**src/rtl/mem_access_stage.sv**
```systemverilog
// Memory-access pipeline stage: issues loads/stores over a req/ready handshake and stalls EX until the access completes.
// Optional busy-timeout abort is enabled by defining MA_TIMEOUT_EN.
module mem_access_stage #(
  parameter int                 DATA_W    = 16,
  parameter int                 ADDR_W    = 16,
  parameter int                 REG_IDX_W = 5,
  parameter int                 CTRL_W    = 4,
  parameter logic [CTRL_W-1:0]  OP_LOAD   = CTRL_W'(4'b1100),
  parameter logic [CTRL_W-1:0]  OP_STORE  = CTRL_W'(4'b1110),
  parameter int                 TIMEOUT   = 64
) (
  input  logic                 clk,
  input  logic                 rst_n,
  input  logic                 valid_ex,
  input  logic [CTRL_W-1:0]    control_ex,
  input  logic [DATA_W-1:0]    result_ex,
  input  logic [DATA_W-1:0]    reg_data_ex,
  input  logic [REG_IDX_W-1:0] dest_reg_index_ex,
  input  logic                 dest_reg_write_en_ex,
  output logic                 stall_ma,
  output logic                 mem_req,
  output logic                 mem_we,
  output logic [ADDR_W-1:0]    mem_addr,
  output logic [DATA_W-1:0]    mem_wdata,
  input  logic                 mem_ready,
  input  logic [DATA_W-1:0]    mem_rdata,
  output logic                 valid_ma,
  output logic [CTRL_W-1:0]    control_ma,
  output logic [DATA_W-1:0]    result_ma,
  output logic [DATA_W-1:0]    data_ma,
  output logic [REG_IDX_W-1:0] dest_reg_index_ma,
  output logic                 dest_reg_write_en_ma,
  output logic                 err_ma
);

  typedef enum logic {IDLE, BUSY} state_t;

  state_t               state;
  logic [CTRL_W-1:0]    ctrl_h;
  logic [DATA_W-1:0]    result_h;
  logic [DATA_W-1:0]    wdata_h;
  logic [REG_IDX_W-1:0] dest_idx_h;
  logic                 dest_we_h;
  logic                 mem_op;
  logic                 is_busy;

  assign mem_op  = valid_ex && ((control_ex == OP_LOAD) || (control_ex == OP_STORE));
  assign is_busy = (state == BUSY);

  // Memory-side outputs decode directly from the state register so reset drops them at once.
  assign stall_ma  = is_busy;
  assign mem_req   = is_busy;
  assign mem_we    = is_busy && (ctrl_h == OP_STORE);
  assign mem_addr  = is_busy ? result_h[ADDR_W-1:0] : '0;
  assign mem_wdata = is_busy ? wdata_h : '0;

`ifdef MA_TIMEOUT_EN
  localparam int CNT_W = $clog2(TIMEOUT + 1);

  logic [CNT_W-1:0] wait_cnt;
  logic             timed_out;
  logic             err_q;

  assign timed_out = is_busy && !mem_ready && (wait_cnt == CNT_W'(TIMEOUT - 1));
  assign err_ma    = err_q;

  always_ff @(posedge clk or negedge rst_n) begin
    if (!rst_n) begin
      wait_cnt <= '0;
    end else if ((state == IDLE) && mem_op) begin
      wait_cnt <= '0;
    end else if (is_busy && !mem_ready) begin
      wait_cnt <= wait_cnt + 1'b1;
    end
  end
`else
  assign err_ma = 1'b0;
`endif

  always_ff @(posedge clk or negedge rst_n) begin
    if (!rst_n) begin
      state                <= IDLE;
      ctrl_h               <= '0;
      result_h             <= '0;
      wdata_h              <= '0;
      dest_idx_h           <= '0;
      dest_we_h            <= 1'b0;
      valid_ma             <= 1'b0;
      control_ma           <= '0;
      result_ma            <= '0;
      data_ma              <= '0;
      dest_reg_index_ma    <= '0;
      dest_reg_write_en_ma <= 1'b0;
`ifdef MA_TIMEOUT_EN
      err_q                <= 1'b0;
`endif
    end else begin
`ifdef MA_TIMEOUT_EN
      err_q <= 1'b0;
`endif
      case (state)
        IDLE: begin
          if (mem_op) begin
            ctrl_h               <= control_ex;
            result_h             <= result_ex;
            wdata_h              <= reg_data_ex;
            dest_idx_h           <= dest_reg_index_ex;
            dest_we_h            <= dest_reg_write_en_ex;
            valid_ma             <= 1'b0;
            dest_reg_write_en_ma <= 1'b0;
            state                <= BUSY;
          end else begin
            valid_ma             <= valid_ex;
            control_ma           <= control_ex;
            result_ma            <= result_ex;
            data_ma              <= '0;
            dest_reg_index_ma    <= dest_reg_index_ex;
            dest_reg_write_en_ma <= valid_ex && dest_reg_write_en_ex;
          end
        end
        BUSY: begin
          // A ready on the final timeout cycle still completes the access normally.
          if (mem_ready) begin
            valid_ma             <= 1'b1;
            control_ma           <= ctrl_h;
            result_ma            <= result_h;
            data_ma              <= (ctrl_h == OP_LOAD) ? mem_rdata : '0;
            dest_reg_index_ma    <= dest_idx_h;
            dest_reg_write_en_ma <= dest_we_h;
            state                <= IDLE;
`ifdef MA_TIMEOUT_EN
          end else if (timed_out) begin
            valid_ma             <= 1'b1;
            control_ma           <= ctrl_h;
            result_ma            <= result_h;
            data_ma              <= '0;
            dest_reg_index_ma    <= dest_idx_h;
            dest_reg_write_en_ma <= 1'b0;
            err_q                <= 1'b1;
            state                <= IDLE;
`endif
          end else begin
            valid_ma             <= 1'b0;
            dest_reg_write_en_ma <= 1'b0;
          end
        end
        default: state <= IDLE;
      endcase
    end
  end

endmodule
```
**config.mk**
```make
export PLATFORM = sky130hd
export DESIGN_NAME = mem_access_stage
export DESIGN_NICKNAME = d
export VERILOG_FILES = /design/src/rtl/mem_access_stage.sv
export SDC_FILE = /design/constraint.sdc
export NUM_CORES = 1
export LEC_CHECK = 0
export CAP_MARGIN = 20
export CORE_AREA = 2 2 101 103
export DETAILED_ROUTE_END_ITERATION = 6
export DIE_AREA = 0 0 103 105
export PLACE_DENSITY = 0.75
export SYNTH_ARGS = -nofsm -noshare
export SYNTH_HDL_FRONTEND = slang
export SYNTH_SLANG_ARGS = --single-unit
export TNS_END_PERCENT = 30
```
**constraint.sdc**
```tcl
create_clock -name clk -period 1.5 [get_ports clk]
set_clock_uncertainty 0.2 [all_clocks]
set_input_delay 0.3 -clock clk [delete_from_list [all_inputs] [get_ports clk]]
set_output_delay 0.3 -clock clk [all_outputs]
set_load 0.02 [all_outputs]
```
==> results.sh <==
export IMPL_outcome="finished, violations left"
export IMPL_violations="setup timing"
export IMPL_syn_num_nets=329
export IMPL_antenna_left=0
export IMPL_hp_class="input pin to register"
export IMPL_synth_simple_area_share=0.0894
export IMPL_drtIter0Drc=40
export IMPL_clockBufferDepth=2
export IMPL_stdcell_area_sq_um=5940
export IMPL_critPathCaptureType="output port"
export IMPL_crit_top_cell="buf_6"
export IMPL_groute_layer_met1_usage=0.213
export IMPL_synth_compound_area_frac=0.0455
export IMPL_layout_setup_ws_ns=-0.422
export IMPL_drtPass1Iterations=4
export IMPL_yosys_warnings=0
export IMPL_syn_to_final_growth_pct=56.6
export IMPL_rsz0062_at_grt="true"
export IMPL_power_uw=5960
export IMPL_critical_path_arrival_ns=1.42
export IMPL_place_hpwl_mm=6.34
export IMPL_p_int_uw=4390
export IMPL_htreeDepth=3
export IMPL_clkLatencyLatePin_ns=0.34
export IMPL_p_seq_frac=0.480
export IMPL_combPwrFrac=0.246
export IMPL_die_h_microns=105
export IMPL_r2r_cells=8
export IMPL_ys_flop_type="dfrtp_1"
export IMPL_async_reset_ff_frac=1.00
export IMPL_grt_pass1_wl_mm=14.5
export IMPL_ir_drop_v=0.000418
export IMPL_root_buffer="clkbuf_8"
export IMPL_ys_types=28
export IMPL_drc=0
export IMPL_grt_max_degree=39
export IMPL_port_buffer_count=139
export IMPL_grt_util_all_layers=0.171
export IMPL_cts_tree="done"
export IMPL_fin_cells=584
export IMPL_crit_path_top_delay_cell="dfrtp_2"
export IMPL_critical_path_max_stage_delay_ns=0.44
export IMPL_cts_made_buffers=9
export IMPL_finalHoldViolCount=0
export IMPL_synthAdderAreaFrac=0
export IMPL_finalMaxSlewViolations=0
export IMPL_synth_mux_area_frac=0.261
export IMPL_finalCriticalPeriod_ns=1.92
export IMPL_pwr_share_clk=0.274
export IMPL_dieArea_sq_um=10800
export IMPL_reg2reg_from="mem_req"
export IMPL_pre_cts_slack_ns=-0.662
export IMPL_r2r_end="data_ma[6]"
export IMPL_swShare=0.263
export IMPL_layout_nets=508
export IMPL_io_pins=141
export IMPL_maxCapViolCount=0
export IMPL_vias=2738
export IMPL_ys_ff_latch=86
export IMPL_p_leak_uw=0.00280
export IMPL_start_util=0.393
export IMPL_avgRoutedWirePerCell_microns=16.4
export IMPL_setup_viol_count_final=118
export IMPL_critPathKind="register to output port"
export IMPL_synth_edf_count=0
export IMPL_grt_pass1_vias=2955
export IMPL_place_inst=548
export IMPL_met2_usage=0.286
export IMPL_place_area_sq_um=5580
export IMPL_cp_required_ns=1.00
export IMPL_netlist_instances=267
export IMPL_p_sw_uw=1570
export IMPL_hold_slack_ns=0.103
export IMPL_path_clk_slew_ns=0.08
export IMPL_cp_start_kind="register"
export IMPL_rrSetupSlack_ns=-0.38
export IMPL_clock_sinks=86
export IMPL_n_antenna_cell=0
export IMPL_path_cells="buf_6 > buf_8 > buf_6 > and2_4 > buf_6"
export IMPL_postSynthAreaPerCell_sq_um=14.2
export IMPL_fmax_mhz=520
export IMPL_grt_busiest_layer="met2"
export IMPL_drt_total_wl_mm=9.56
export IMPL_drt_vias_per_instance=4.69
export IMPL_antenna_found_initial=0
export IMPL_fp_dieW_microns=103
export IMPL_synth_top_family_by_area="multiplexers"
export IMPL_row_count=36
export IMPL_drive_above_1_share=0.528
export IMPL_power_density_nw_per_um2=1000
export IMPL_core_area_sq_um=9640
export IMPL_syn_area_sq_um=3790
export IMPL_met3_usage=0.0328
export IMPL_cp_max_fo=7
export IMPL_cp_endpoint="mem_addr[11]"
export IMPL_grt_ovfl_total=0
export IMPL_seq_area_frac_synth=0.567
export IMPL_critPathLaunch="mem_req"
export IMPL_gp_congestion=0.753
export IMPL_synth_xor_area_frac=0
export IMPL_timing_final_crit_share=1.28
kinds of logic (layout without fill, tap and decap cells):
| kind of cell | Yosys count | after routing |
|---|---|---|
| AOI/OAI and AO/OA | 20 | 20 |
| and+or+nand+nor | 53 | 53 |
| DFF | 86 | 86 |
| other | 1 | 1 |
| buffers and inverters | 19 | 203 |
| muxes | 88 | 88 |
worst min path at each step:
stage | from | cells after the start | to | slack (ns)
floorplan | rst_n | 0 | control_ma[0] | -0.20
global placement | rst_n | 1 | wdata_h[2] | -0.01
detailed placement | rst_n | 1 | wdata_h[15] | -0.007
CTS | rst_n | 2 | wdata_h[15] | 0.14
global route | valid_ex | 3 | dest_reg_write_en_ma | 0.11
finish | valid_ex | 3 | valid_ma | 0.10
critical path: cells and delay by family, from the launching register on:
| family | cells | cell delay [ns] |
|---|---|---|
| and+or+nand+nor | 1 | 0.13 |
| DFF | 1 | 0.44 |
| buffers and inverters | 4 | 0.51 |
registers in the layout, indices dropped and copies added, names as in the netlist:
register	count
wdata_h	16
result_ma	16
dest_reg_write_en_ma	1
dest_we_h	1
result_h	16
valid_ma	1
control_ma	4
mem_req	1
dest_idx_h	5
dest_reg_index_ma	5
ctrl_h	4
data_ma	16
cells in the mapped netlist (all sizes together), types with 2 or more instances:
cell / number / area share
a22o: 11 / 0.025
mux2: 87 / 0.26
and2: 33 / 0.054
or2: 2 / 0.0033
clkbuf: 3 / 0.0030
nand3: 2 / 0.0026
a32o: 5 / 0.013
nor2b: 6 / 0.0099
nand2: 2 / 0.0020
dfrtp: 86 / 0.57
buf: 16 / 0.033
nor2: 2 / 0.0026
o21ai: 3 / 0.0049
metal layers:
metal,share of wire,vias up
met5,0,-
met4,0.014,0
met3,0.051,13
met2,0.50,83
met1,0.43,1353
li1,-,1289
power by group through the flow:
stage,Combinational [uW],Clock [uW],Sequential [uW]
after floorplan,585,0,2980
after global placement,1360,0,2880
after detailed placement,1400,0,2900
after CTS,1330,1700,2860
after global routing,1580,1800,2910
final,1460,1630,2860
layout by cell type, fill, tap and decap left out, types with 2 or more instances in the layout:
cell type        synthesis  final
dlymetal6s2s_1           0      4
nand3_1                  2      2
clkbuf_8                 0     11
nor2b_1                  6      6
mux2_4                   0     19
or2_2                    2      2
buf_12                   0      7
mux2_1                  36     26
a32o_1                   5      5
buf_6                    3     31
and2_2                   0      5
clkbuf_1                 3      2
clkbuf_16                0      2
buf_2                    3     45
dfrtp_1                 86     85
buf_4                   10     33
a22o_1                  11     11
nand2_1                  2      2
clkdlybuf4s50_1          0     56
and2_4                   0     25
and2_1                  33      3
buf_8                    0      6
mux2_2                  51     42
clkdlybuf4s15_2          0      2
final cells by class:
type	count	area [sq um]
Sequential cell	86	2150
Timing Repair Buffer	187	1750
Clock inverter	3	42.5
Fill cell	835	3700
Multi-Input combinational cell	162	1670
Tap cell	133	166
Clock buffer	13	159
repair_timing:
action,in CTS,in global routing
cloned,1,2
resized for setup,331,90
setup buffers,1,18
hold endpoints to repair,86,0
setup endpoints to repair,160,120
hold buffers,1,0
pin swaps,2,3
per-stage QoR:
stage	utilization	setup TNS [ns]
2_1_floorplan	-	-12.20
5_1_grt	0.616	-42.13
6_report	0.616	-36.74
3_5_place_dp	0.578	-65.59
3_3_place_gp	0.578	-64.55
4_1_cts	0.587	-40.27
Power figures use the tool's default switching activity.
